**src/rtl/sram_player_pkg.sv**
```systemverilog
// Shared constants and state encoding for the SRAM playback engine.
package sram_player_pkg;
    localparam int ADDR_W = 18;
    localparam int DATA_W = 16;

    typedef enum logic [1:0] {
        ST_IDLE  = 2'd0,
        ST_FETCH = 2'd1,
        ST_READY = 2'd2
    } state_t;
endpackage

```
**src/rtl/sram_player_edge_sync.sv**
```systemverilog
// Two-flop synchroniser for a codec pin, with single-cycle rise/fall pulses.
module edge_sync (
    input  logic clk,
    input  logic rst_n,
    input  logic din,
    output logic rise,
    output logic fall
);
    logic [2:0] sync;

    always_ff @(posedge clk or negedge rst_n) begin
        if (!rst_n) sync <= '0;
        else        sync <= {sync[1:0], din};
    end

    // sync[2] is the previous synchronised level, so pulses act on the 3rd clk
    assign rise = sync[1] & ~sync[2];
    assign fall = ~sync[1] & sync[2];
endmodule

```
**src/rtl/sram_player.sv**
```systemverilog
// Plays 16-bit mono samples from the external SRAM to the codec DAC,
// left-justified, MSB first, same sample on both channels.
//
//   state    | meaning
//   ST_IDLE  | stopped, strobes inactive, waiting for play
//   ST_FETCH | read strobes low, counting READ_WAIT before capturing data
//   ST_READY | next sample buffered, waiting for an LRCK edge
module sram_player
    import sram_player_pkg::*;
#(
    parameter int READ_WAIT = 2
) (
    input  logic              clk,
    input  logic              rst_n,
    input  logic              play,
    input  logic              stop,
    input  logic [ADDR_W-1:0] end_addr,
    output logic [ADDR_W-1:0] sram_addr,
    input  logic [DATA_W-1:0] sram_dq_i,
    output logic              sram_ce_n,
    output logic              sram_oe_n,
    output logic              sram_we_n,
    output logic              sram_ub_n,
    output logic              sram_lb_n,
    input  logic              aud_bclk,
    input  logic              aud_daclrck,
    output logic              aud_dacdat,
    output logic              busy,
    output logic [ADDR_W-1:0] play_addr
);
    localparam logic [7:0] WAIT_LOAD = 8'(READ_WAIT - 1);
    localparam logic [4:0] BITS      = 5'(DATA_W);

    state_t            state, state_nxt;
    logic [ADDR_W-1:0] addr, addr_nxt, play_addr_nxt;
    logic [DATA_W-1:0] buffer, buffer_nxt, cur, cur_nxt, shift, shift_nxt;
    logic              rd_n, rd_n_nxt, busy_nxt, last, last_nxt, tail, tail_nxt;
    logic [7:0]        wait_cnt, wait_cnt_nxt;
    logic [4:0]        bit_cnt, bit_cnt_nxt;
    logic              bclk_rise_unused, bclk_fall, lr_rise, lr_fall;
    logic              at_end, fin_done;

    edge_sync u_bclk_sync (
        .clk(clk), .rst_n(rst_n), .din(aud_bclk), .rise(bclk_rise_unused), .fall(bclk_fall)
    );
    edge_sync u_lrck_sync (
        .clk(clk), .rst_n(rst_n), .din(aud_daclrck), .rise(lr_rise), .fall(lr_fall)
    );

    assign at_end = (addr == end_addr);
    // last bit of the final right channel has just been shifted out
    assign fin_done = (state == ST_READY) && tail && bclk_fall && !lr_fall && (bit_cnt == 5'd1);

    always_ff @(posedge clk or negedge rst_n) begin
        if (!rst_n) state <= ST_IDLE;
        else        state <= state_nxt;
    end

    always_comb begin
        state_nxt = state;
        if (stop) begin
            state_nxt = ST_IDLE;
        end else begin
            case (state)
                ST_IDLE:  if (play) state_nxt = ST_FETCH;
                ST_FETCH: if (wait_cnt == '0) state_nxt = ST_READY;
                ST_READY: begin
                    if (fin_done)                         state_nxt = ST_IDLE;
                    else if (lr_rise && !last && !at_end) state_nxt = ST_FETCH;
                end
                default:  state_nxt = ST_IDLE;
            endcase
        end
    end

    always_comb begin
        addr_nxt      = addr;
        play_addr_nxt = play_addr;
        buffer_nxt    = buffer;
        cur_nxt       = cur;
        shift_nxt     = shift;
        rd_n_nxt      = rd_n;
        busy_nxt      = busy;
        last_nxt      = last;
        tail_nxt      = tail;
        wait_cnt_nxt  = wait_cnt;
        bit_cnt_nxt   = bit_cnt;
        if (stop) begin
            rd_n_nxt  = 1'b1;
            busy_nxt  = 1'b0;
            shift_nxt = '0;
            last_nxt  = 1'b0;
            tail_nxt  = 1'b0;
        end else begin
            case (state)
                ST_IDLE: if (play) begin
                    addr_nxt     = '0;
                    busy_nxt     = 1'b1;
                    rd_n_nxt     = 1'b0;
                    wait_cnt_nxt = WAIT_LOAD;
                    last_nxt     = 1'b0;
                    tail_nxt     = 1'b0;
                end
                ST_FETCH: begin
                    if (wait_cnt == '0) begin
                        buffer_nxt = sram_dq_i;
                        rd_n_nxt   = 1'b1;
                    end else begin
                        wait_cnt_nxt = wait_cnt - 1'b1;
                    end
                end
                ST_READY: if (lr_rise && !last) begin
                    if (at_end) begin
                        last_nxt = 1'b1;
                    end else begin
                        addr_nxt     = addr + 1'b1;
                        rd_n_nxt     = 1'b0;
                        wait_cnt_nxt = WAIT_LOAD;
                    end
                end
                default: ;
            endcase

            // An LRCK rise during FETCH is an underflow: the current sample is resent.
            if (state != ST_IDLE) begin
                if (fin_done) begin
                    busy_nxt  = 1'b0;
                    shift_nxt = '0;
                    last_nxt  = 1'b0;
                    tail_nxt  = 1'b0;
                end else if (lr_rise) begin
                    if (state == ST_READY && !last) begin
                        cur_nxt       = buffer;
                        shift_nxt     = buffer;
                        play_addr_nxt = addr;
                    end else begin
                        shift_nxt = cur;
                    end
                end else if (lr_fall) begin
                    shift_nxt   = cur;
                    bit_cnt_nxt = BITS;
                    tail_nxt    = last;
                end else if (bclk_fall) begin
                    shift_nxt = {shift[DATA_W-2:0], 1'b0};
                    if (bit_cnt != '0) bit_cnt_nxt = bit_cnt - 1'b1;
                end
            end
        end
    end

    always_ff @(posedge clk or negedge rst_n) begin
        if (!rst_n) begin
            addr      <= '0;
            play_addr <= '0;
            buffer    <= '0;
            cur       <= '0;
            shift     <= '0;
            rd_n      <= 1'b1;
            busy      <= 1'b0;
            last      <= 1'b0;
            tail      <= 1'b0;
            wait_cnt  <= '0;
            bit_cnt   <= '0;
        end else begin
            addr      <= addr_nxt;
            play_addr <= play_addr_nxt;
            buffer    <= buffer_nxt;
            cur       <= cur_nxt;
            shift     <= shift_nxt;
            rd_n      <= rd_n_nxt;
            busy      <= busy_nxt;
            last      <= last_nxt;
            tail      <= tail_nxt;
            wait_cnt  <= wait_cnt_nxt;
            bit_cnt   <= bit_cnt_nxt;
        end
    end

    assign sram_addr  = addr;
    assign sram_ce_n  = rd_n;
    assign sram_oe_n  = rd_n;
    assign sram_ub_n  = rd_n;
    assign sram_lb_n  = rd_n;
    assign sram_we_n  = 1'b1;
    assign aud_dacdat = shift[DATA_W-1];
endmodule

```
**config.mk**
```make
export PLATFORM = sky130hd
export DESIGN_NAME = sram_player
export DESIGN_NICKNAME = d
export VERILOG_FILES = /design/src/rtl/sram_player_pkg.sv /design/src/rtl/sram_player_edge_sync.sv /design/src/rtl/sram_player.sv
export SDC_FILE = /design/constraint.sdc
export NUM_CORES = 1
export LEC_CHECK = 0
export CAP_MARGIN = 20
export CORE_ASPECT_RATIO = 1.1
export CORE_MARGIN = 2
export CORE_UTILIZATION = 58
export DETAILED_ROUTE_END_ITERATION = 12
export PLACE_DENSITY = 0.9
export SETUP_SLACK_MARGIN = 0.02
export SYNTH_ARGS = -nofsm -noshare
export SYNTH_HDL_FRONTEND = slang
export SYNTH_HIERARCHICAL = 1
export SYNTH_SLANG_ARGS = --single-unit
```
**constraint.sdc**
```tcl
create_clock -name clk -period 4.1 [get_ports clk]
set_input_delay 0.615 -clock clk [delete_from_list [all_inputs] [get_ports clk]]
set_output_delay 0.615 -clock clk [all_outputs]
set_load 0.01 [all_outputs]
```
# After elaboration in Yosys (flattened, before gate mapping)
# Index checks and enable logic that the tools add are counted.
# W data, S select, Z words.
word_totals:
  input_bits: 40
  wordCells: 119
  register_bits: 109
  mem_bits_ro: 0
  n_memories: 0
  ram_bits: 0
  latchBits: 0
  out_inout_bits: 43
classes:
  n_mux: 50
  shifts: 0
  order_cmp: 0
  eq_ne: 13
  mul: 0
  addsub: 3
  n_bitwise: 9
  n_div: 0
  reduce_logical: 30
ops:
  columns: ["cell", "count"]
  rows:
  - ["$mux W16", 7]
  - ["$mux W18", 3]
  - ["$pmux W18 S2", 1]
  - ["$mux W8", 4]
  - ["$pmux W8 S3", 1]
  - ["$mux W1", 23]
  - ["$add A18 B1 Y18 const B", 1]
  - ["$eq A18 B18 Y1", 1]
  - ["$mux W5", 3]
  - ["$reduce_and A5 Y1", 3]
  - ["$reduce_and A6 Y1", 2]
  - ["$mux W2", 5]
  - ["$reduce_bool A2 Y1", 5]
  - ["$reduce_bool A5 Y1", 2]
  - ["$ne A3 B3 Y1 const B", 3]
  - ["$logic_not A8 Y1", 1]
  - ["$sub A8 B1 Y8 const B", 1]
  - ["$logic_and A1 B1 Y1", 7]
  - ["$ne A2 B2 Y1 const B", 3]
  - ["$not A1 Y1", 6]
  - ["$pmux W2 S3", 1]
  - ["$reduce_and A3 Y1", 2]
  - ["$eq A5 B1 Y1 const B", 1]
  - ["$sub A5 B1 Y5 const B", 1]
  - ["14 further kinds", 18]

# Depth between registers and ports, before layout
depth:
  ltp_word: 8
  ltp_mapped: 9
  mapped_depth_nobuf: 8

# Hierarchy
# The synthesis kept the hierarchy.
modules_own_cells:
  columns: ["mod", "seq_area_each_um2", "area_each_um2", "cells_each", "instances"]
  rows:
  - ["sram_player", 2578.7, 5238.8, 474, 1]
  - ["edge_sync", 75.1, 90.1, 5, 2]

# Least setup slack after synthesis
# No wires, ideal clock.
synth_timing:
  path_kind: "register -> register"
  start: "register wait_cnt[0]"
  end: "register buffer[0]"
  slack_ns: 1.940
  arrival_time_ns: 2.035
  path_stages_with_launch: 9
  setup_ns: 0.125
  path_cell_list: "dfrtp_1 > inv_1 > ha_1 > or3b_1 > nor3_2 > nand2_1 > nor2_4 > buf_4 > mux2_2"
synth_via:
  elab_chain_cells: 2
synth_rtl:
  columns: ["item", "line", "rtl"]
  rows:
  - ["from (decl)", "sram_player.sv:38", "logic [7:0] wait_cnt, wait_cnt_nxt;"]
  - ["from (signal assigned)", "sram_player.sv:174", "wait_cnt <= wait_cnt_nxt;"]
  - ["$logic_not A8 Y1", "sram_player.sv:105", "if (wait_cnt == '0) begin"]
  - ["$reduce_and A3 Y1 (no source line)", null, null]
  - ["to (signal assigned)", "sram_player.sv:167", "buffer <= buffer_nxt;"]
  - ["to (decl)", "sram_player.sv:36", "logic [DATA_W-1:0] buffer, buffer_nxt, cur, cur_nxt, shift, shift_nxt;"]
# Every way passes these cells.
# A chain may end at the register's enable or synchronous reset.

# Worst setup path in the final report
layout_timing:
  start: "input port end_addr[16]"
  end: "register wait_cnt[5]"
layout_via:
  elab_chain_cells: 3
layout_rtl:
  columns: ["item", "line", "rtl"]
  rows:
  - ["from (decl)", "sram_player.sv:17", "input logic [ADDR_W-1:0] end_addr,"]
  - ["$eq A18 B18 Y1", "sram_player.sv:50", "assign at_end = (addr == end_addr);"]
  - ["$ne A2 B2 Y1 (no source line)", null, null]
  - ["$reduce_and A6 Y1 (no source line)", null, null]
# Every way passes these cells.

==> flow_summary.ini <==
[pwr]
p_int_mw = 2.03
p_per_area_mw_per_mm2 = 436
p_comb_share_pct = 21.1
switchingPower_mw = 0.824
swShare_pct = 28.9
clkPwrFrac_pct = 29.1
p_total_mw = 2.85
ir_drop_v = 0.000270
p_leak_nw = 2.85
seq_power_share_pct = 49.8

[worst_setup_path]
crit_path_max_fanout = 16
cp.arrival_ns = 2.96
setup.worst_path.end_class = flip-flop
critical_path_class = in -> reg
cpPeakStageDelay_ns = 0.79
crit_chain = clkdlybuf4s50_1 > xor2_1 > nor4_1 > nand3_1 > o31ai_2 > o21ai_0 > a21oi_1
slowest_stage = o31ai_2
startpoint_type = input port
required_ns = 4.41

[yosys]
synth.avg_cell_area_um2 = 11.2
syn_inst = 483
syn_area_mm2 = 0.00541
ys.warnings.count = 6
syn_nets = 527

[die]
ios = 83
fp.coreArea_mm2 = 0.00896
dieArea_mm2 = 0.0101
die_x_um = 96.1
fp-row-count = 36
start_util_pct = 60.4
die_height_um = 105

[cells_and_area]
fin_area_mm2 = 0.00655
final-seq-area_mm2 = 0.00273
multi_input_area_mm2 = 0.00251
fin_cells = 672
drive_gt1_share_pct = 16.8
antenna_cells = 0
final_nets = 598
final_core_util_pct = 73.0
area_delta_synth_final_pct = 21.0
fill_cells = 605

[clock_network]
clock_latency_ns = 0.38
cts.sinks = 109
cts_buffers = 9
htree_levels = 3
cts_resized = 0
postCtsSetupBuffers = 0
cts_buffer_depth = 2
cts_hold_buf = 0
cts_tree = done
cts_root_buf = clkbuf_8
clk_pin_slew_worst_paths_ns = 0.11

[timing]
slew_violations = 0
finalSetupTns_ns = 0
hold_viol = 0
maxSlewHeadroom_pct = 37.9
final.min_clock_period_ns = 2.65
fin_crit_sh_pct = 64.7
fin_skew_ns = 0.0143
hold_ws_ns = 0.282
rsz0062_at_grt = no
timing.final.ws_setup_ns = 1.45
clock.fmax_mhz = 377
tightest_slew_ns = 0.926
finalSetupViolCount = 0

[worst_hold_path]
hold_path.class = in -> async

[routing]
avgViaCountPerCell = 6.17
drt_pass1_iterations = 5
drt_iter0_markers = 302
drc = 0
detail_route.wirelength_mm = 12.3
ant_nets = 0
vias = 4143
wl_per_cell_um = 18.3

[global_routing]
antenna_found_initial = 0
grt_first_pass_wirelength_mm = 20.8
grt_overflow_total = 0
grt_pass1_vias = 4220
track_usage_pct = 26.3
grt_max_degree = 59

[place]
numPlacedInstances = 657
dp_hpwl_mm = 8.14
port-buffer-count = 81
gp_congestion = 0.886
place_area_mm2 = 0.00629
dp_slack_ns = 1.06

[status]
outcome = completed

[job]
maxCapViolations = 0
[sequential cells by signal, indices dropped and copies added, names as in the netlist, 3 cells and up]
| signal | cells |
|---|---|
| play_addr | 18 |
| u_bclk_sync/sync | 3 |
| shift | 16 |
| u_lrck_sync/sync | 3 |
| sram_addr | 18 |
| cur | 16 |
| bit_cnt | 5 |
| wait_cnt | 8 |
| buffer | 16 |
[layout by cell type, fill, tap and decap left out, drive strengths merged, types with 2 or more instances in the layout]
master / instances
dfrtp: 108
clkdlybuf4s50: 80
mux2: 51
a21oi: 34
nand2: 34
mux2i: 23
nor2b: 18
xor2: 17
a22o: 16
or3: 16
a211oi: 15
nor2: 15
nand3: 12
nand2b: 12
o21ai: 12
buf: 10
clkbuf: 9
inv: 7
o211ai: 7
nor4: 7
or4: 6
and3: 4
ha: 4
bufinv: 4
xnor2: 3
nand4: 3
nor3b: 3
o31ai: 3
a31o: 2
and4: 2
o32a: 2
and2b: 2
or2: 2
nor3: 2
[routing by layer]
metal / track usage [%] / vias up / wire, um
met1: 35.4 / 2082 / 5050
li1: - / 1878 / -
met5: 0 / - / 0
met2: 42.8 / 155 / 6410
met4: 9.49 / 0 / 217
met3: 4.15 / 28 / 624
[path summary, 6_finish.rpt]
path	startpoint	to	slack (ns)	depth (start not counted)
min	rst_n	play_addr[1]	0.28	1
max	end_addr[16]	wait_cnt[5]	1.45	7
min in group clk	u_lrck_sync/sync[0]	u_lrck_sync/sync[1]	0.36	0
max in group asynchronous	rst_n	shift[14]	2.96	2
max reg2reg	u_lrck_sync/sync[1]	play_addr[4]	1.49	6
min reg2reg	u_lrck_sync/sync[0]	u_lrck_sync/sync[1]	0.36	0
[power by group through the flow]
| stage | Sequential [mW] | Combinational [mW] | Clock (mW) |
|---|---|---|---|
| after floorplan | 1.39 | 0.430 | 0 |
| after global placement | 1.42 | 0.549 | 0 |
| after detailed placement | 1.44 | 0.588 | 0 |
| after CTS | 1.42 | 0.601 | 0.837 |
| after global routing | 1.45 | 0.668 | 0.891 |
| final | 1.42 | 0.601 | 0.831 |
[critical path, delay by kind of cell]
family	cells	cell delay, ns
AND/OR/NAND/NOR	2	0.52
AO/OA/AOI/OAI	3	1.21
buffers and inverters	1	0.44
XOR/XNOR	1	0.17
[cell type report]
| type | instances | area share [%] |
|---|---|---|
| clock buffers | 9 | 1.89 |
| clock inverters | 6 | 2.08 |
| inverters | 7 | 0.401 |
| multi-input cells | 337 | 38.4 |
| flip-flops and latches | 109 | 41.7 |
| well taps | 114 | 2.18 |
| repair buffers | 90 | 13.4 |
Note: power is estimated with default switching activity, not from simulation.
==> variant 1, RTL diff (same flow settings) <==
Register the input `sram_dq_i` before use, with the module's reset. The logic sees it one clock later. The other inputs are not delayed to match.
--- a/src/rtl/sram_player.sv
+++ b/src/rtl/sram_player.sv
@@ -31,4 +31,14 @@
     localparam logic [7:0] WAIT_LOAD = 8'(READ_WAIT - 1);
     localparam logic [4:0] BITS      = 5'(DATA_W);
+
+    logic [DATA_W-1:0] sram_dq_q;
+
+    always_ff @(posedge clk or negedge rst_n) begin
+        if (!rst_n) begin
+            sram_dq_q <= '0;
+        end else begin
+            sram_dq_q <= sram_dq_i;
+        end
+    end
 
     state_t            state, state_nxt;
@@ -104,5 +114,5 @@
                 ST_FETCH: begin
                     if (wait_cnt == '0) begin
-                        buffer_nxt = sram_dq_i;
+                        buffer_nxt = sram_dq_q;
                         rd_n_nxt   = 1'b1;
                     end else begin
Function: changed (Yosys sat finds a counterexample within 10 cycles, from zero or initial values and one cycle with rst_n low).
==> variant 1 against the original RTL <==
- final area grew 11%
- die area grew 8.0%
- maximum frequency shrank 15%
- setup slack lost 0.49 ns
- utilization grew 0.73 points
- non-clock buffer count shrank 2
- count of clock-buffer cells in the layout grew 10
- area after synthesis grew 8.4%
- total power grew 30%
- sequential share of layout area grew 1.4 points
- sequential cell count grew 16
- routed wire length shrank 0.87%
- via count grew 3.3%
==> variant 1: results (changes against the original RTL) <==
Hold WS -> 0.119 ns (-0.163 ns)
Detailed Routing Iterations Pass 1 -> 7 (+2)
RePlAce Congestion -> 0.841 (-5.2%)
Slew @ Worst Pin -> 0.770 ns (-0.155 ns)
clock network latency to the later pin of the worst-skew pair -> 0.52 ns (+0.14 ns)
clock transition at the registers of the reported paths -> 0.06 ns (-0.05 ns)
outcome -> complete, no violations
first-pass GRT wire length -> 20100 µm (-3.5%)
DR WL met2 -> 6120 µm (-4.4%)
largest net degree at the start of global routing -> 52 (-12%)
Ys Warns -> 6 (unchanged)
post-DP HPWL -> 7980 µm (-1.8%)
share of cells above drive strength 1 -> 16.2% (-0.61 points)
Post-Route M1 WL -> 5130 µm (+1.8%)
Crit Path Max Fanout -> 34 (+18)
Clock Skews -> 0.00813 ns (-0.00617 ns)
FF-to-FF setup slack -> 0.96 ns (-0.53 ns)
number of global-route vias before repair -> 4136 (-2.0%)
CP delay by family, top -> simple AND/OR/NAND/NOR gates
worst path arrival time -> 3.54 ns (+0.58 ns)
H-tree depth -> 4 (+1)
total CTS buffers -> 17 (+8)
Lkg Pwr -> 3.23 nW (+13%)
Switching Share -> 28.0% (-0.95 points)
metal3 WL -> 779 µm (+25%)
routed via count -> 4279 (+3.3%)
Crit-path slowest cell -> nor4_1
Initial DRC Count -> 242 (-20%)
Total GRT Usage -> 23.4% (-2.8 points)
Worst IR Drop VDD -> 0.000331 V (+23%)
# nets final -> 616 (+3.0%)
r2r startpoint -> u_lrck_sync/sync[2]
slowest stage delay, CP -> 0.55 ns (-0.24 ns)
## variant 1: worst max path at each step
stage                          endpoint  slack, ns                start
after floorplan              bit_cnt[4]       1.99           bit_cnt[0]
after global placement    play_addr[10]       1.17  u_lrck_sync/sync[2]
after detailed placement  play_addr[14]       0.99  u_lrck_sync/sync[2]
after CTS                 play_addr[14]       0.98  u_lrck_sync/sync[1]
after global routing      play_addr[14]       0.82  u_lrck_sync/sync[1]
final                     play_addr[14]       0.96  u_lrck_sync/sync[2]
## variant 1: power by group through the flow
stage	clock [mW]	sequential, mW	combinational, mW
after floorplan	0	1.60	0.479
after global placement	0	1.64	0.596
after detailed placement	0	1.66	0.633
after CTS	1.44	1.64	0.646
after global routing	1.49	1.67	0.710
final	1.42	1.64	0.641
## variant 1: layer usage
| metal | track usage (%) | vias to the layer above |
|---|---|---|
| met5 | 0 | - |
| met3 | 6.93 | 21 |
| met2 | 38.6 | 197 |
| met4 | 8.02 | 0 |
| li1 | - | 1987 |
| met1 | 29.9 | 2074 |
## variant 1: through the flow
step           instance area (µm²)  instances  worst slack (ns)
2_1_floorplan                 5870        501              1.99
3_3_place_gp                  6690        673              1.17
3_5_place_dp                  6690        673             0.988
4_1_cts                       7260        705             0.983
5_1_grt                       7260        705             0.825
6_report                      7260        705             0.962
## variant 1: layout make-up
cell class | count | area, µm²
Sequential cell | 125 | 3130
Fill cell | 632 | 2580
Multi-Input combinational cell | 331 | 2510
Timing Repair Buffer | 88 | 861
Clock buffer | 19 | 432
Tap cell | 120 | 150
Clock inverter | 13 | 143
Inverter | 9 | 33.8
==> variant 2, RTL diff (same flow settings) <==
Without the edit above. The package constant `DATA_W` goes from 16 to 32.
--- a/src/rtl/sram_player_pkg.sv
+++ b/src/rtl/sram_player_pkg.sv
@@ -2,5 +2,5 @@
 package sram_player_pkg;
     localparam int ADDR_W = 18;
-    localparam int DATA_W = 16;
+    localparam int DATA_W = 32;
 
     typedef enum logic [1:0] {
Ports: changed (resized sram_dq_i); port bits go from 83 to 99. The function was not compared with the original's and may differ.
==> variant 2 against the original RTL <==
- register-to-register slack lost 0.40 ns
- sequential share of layout area decreased by 0.18 points
- total power grew 68%
- sequential cell count grew 48
- largest power group unchanged
- count of clock-buffer cells in the layout is 13 higher
- highest routed layer unchanged
- setup slack lost 0.36 ns
- critical path type is now reg -> reg
- final area rose by 45%
- area after synthesis increased by 44%
- largest cell class unchanged
- via count is 44% higher
- routed wire length increased by 45%
==> variant 2: results (changes against the original RTL) <==
H-tree depth -> 4 (+1)
# nets final -> 819 (+37%)
grt met1 use -> 31.7% (-3.8 points)
Root Buffer -> clkbuf_16
number of global-route vias before repair -> 6043 (+43%)
clock transition at the registers of the reported paths -> 0.06 ns (-0.05 ns)
Ys Warns -> 6 (unchanged)
clock network latency to the later pin of the worst-skew pair -> 0.42 ns (+0.04 ns)
met3 usage -> 4.65% (+0.51 points)
Worst Setup Start Kind -> register
top flop regs -> buffer x32, cur x32, shift x32
drt via density -> 6.38 (+3.5%)
clk buf depth -> 2 (unchanged)
post-CTS setup buffer count -> 0 (unchanged)
initial antenna violation count -> 0 (unchanged)
worst path arrival time -> 3.37 ns (+0.41 ns)
Crit Path Max Fanout -> 64 (+48)
Initial DRC Count -> 388 (+28%)
antenna cells -> 0 (unchanged)
M2 GR Usage -> 43.8% (+0.99 points)
Total GRT Usage -> 25.5% (-0.82 points)
Worst IR Drop VDD -> 0.000343 V (+27%)
worst-case reg-to-reg path depth -> 7 (+1)
post-DP HPWL -> 11400 µm (+40%)
Mapped Nets -> 743 (+41%)
largest net degree at the start of global routing -> 121 (+110%)
Buffers on Ports -> 97 (+20%)
Lkg Pwr -> 4.19 nW (+47%)
final hold vios -> 0 (unchanged)
share of cells above drive strength 1 -> 17.9% (+1.0 points)
Clock Skews -> 0.00870 ns (-0.00561 ns)
Detailed Routing Iterations Pass 1 -> 5 (unchanged)
outcome -> complete, no violations
drt total wl -> 17800 µm (+45%)
RePlAce Congestion -> 0.858 (-3.2%)
slew margin rel. -> 31.3% (-6.6 points)
first-pass GRT wire length -> 29100 µm (+40%)
final count of pins violating max slew -> 0 (unchanged)
Hold Path Class -> in -> async
r2r startpoint -> u_lrck_sync/sync[2]
cts repair resizes -> 0 (unchanged)
total CTS buffers -> 17 (+8)
-- variant 2: final cells by class --
cell class	count	area [µm²]
Multi-Input combinational cell	468	3620
Sequential cell	157	3930
Inverter	7	26.3
Timing Repair Buffer	108	1090
Fill cell	853	3690
Tap cell	161	201
Clock inverter	10	139
Clock buffer	22	464
-- variant 2: through the flow --
stage | cells | hold slack [ns] | power (mW) | instance area, µm² | setup WS [ns]
6_report | 933 | 0.0353 | 4.78 | 9470 | 1.09
3_3_place_gp | 900 | 0.337 | 3.09 | 8840 | 0.970
5_1_grt | 933 | 0.0326 | 5.00 | 9470 | 0.903
2_1_floorplan | 683 | 0.319 | 2.83 | 7790 | 1.93
3_5_place_dp | 900 | 0.336 | 3.17 | 8840 | 0.933
4_1_cts | 932 | 0.349 | 4.78 | 9440 | 1.11
-- variant 2: critical path, cell delays in order, from the launching register on --
cell	delay (ns)
dfrtp_1	0.40
and2b_2	0.21
nor4_1	0.53
a31o_2	0.84
o31ai_4	0.14
buf_12	0.22
a2111oi_0	0.44
a21o_1	0.13
-- variant 2: routing by layer --
metal | share of wire, % | vias to the layer above
met1 | 41 | 2967
li1 | - | 2697
met2 | 51 | 248
met3 | 5.7 | 40
met5 | 0 | -
met4 | 2.3 | 0
-- variant 2: power by group --
part           switching [mW]  internal [mW]
combinational           0.465          0.510
clock                   0.614          0.988
sequential              0.306           1.89
-- variant 2: worst paths after layout --
kind,slack [ns],endpoint
setup / recovery,1.09,shift[5]
hold / removal,0.04,play_addr[0]
setup reg to reg,1.09,shift[5]
hold reg to reg,0.35,u_lrck_sync/sync[1]
max in group asynchronous,3.03,sram_addr[4]
min in group clk,0.35,u_lrck_sync/sync[1]
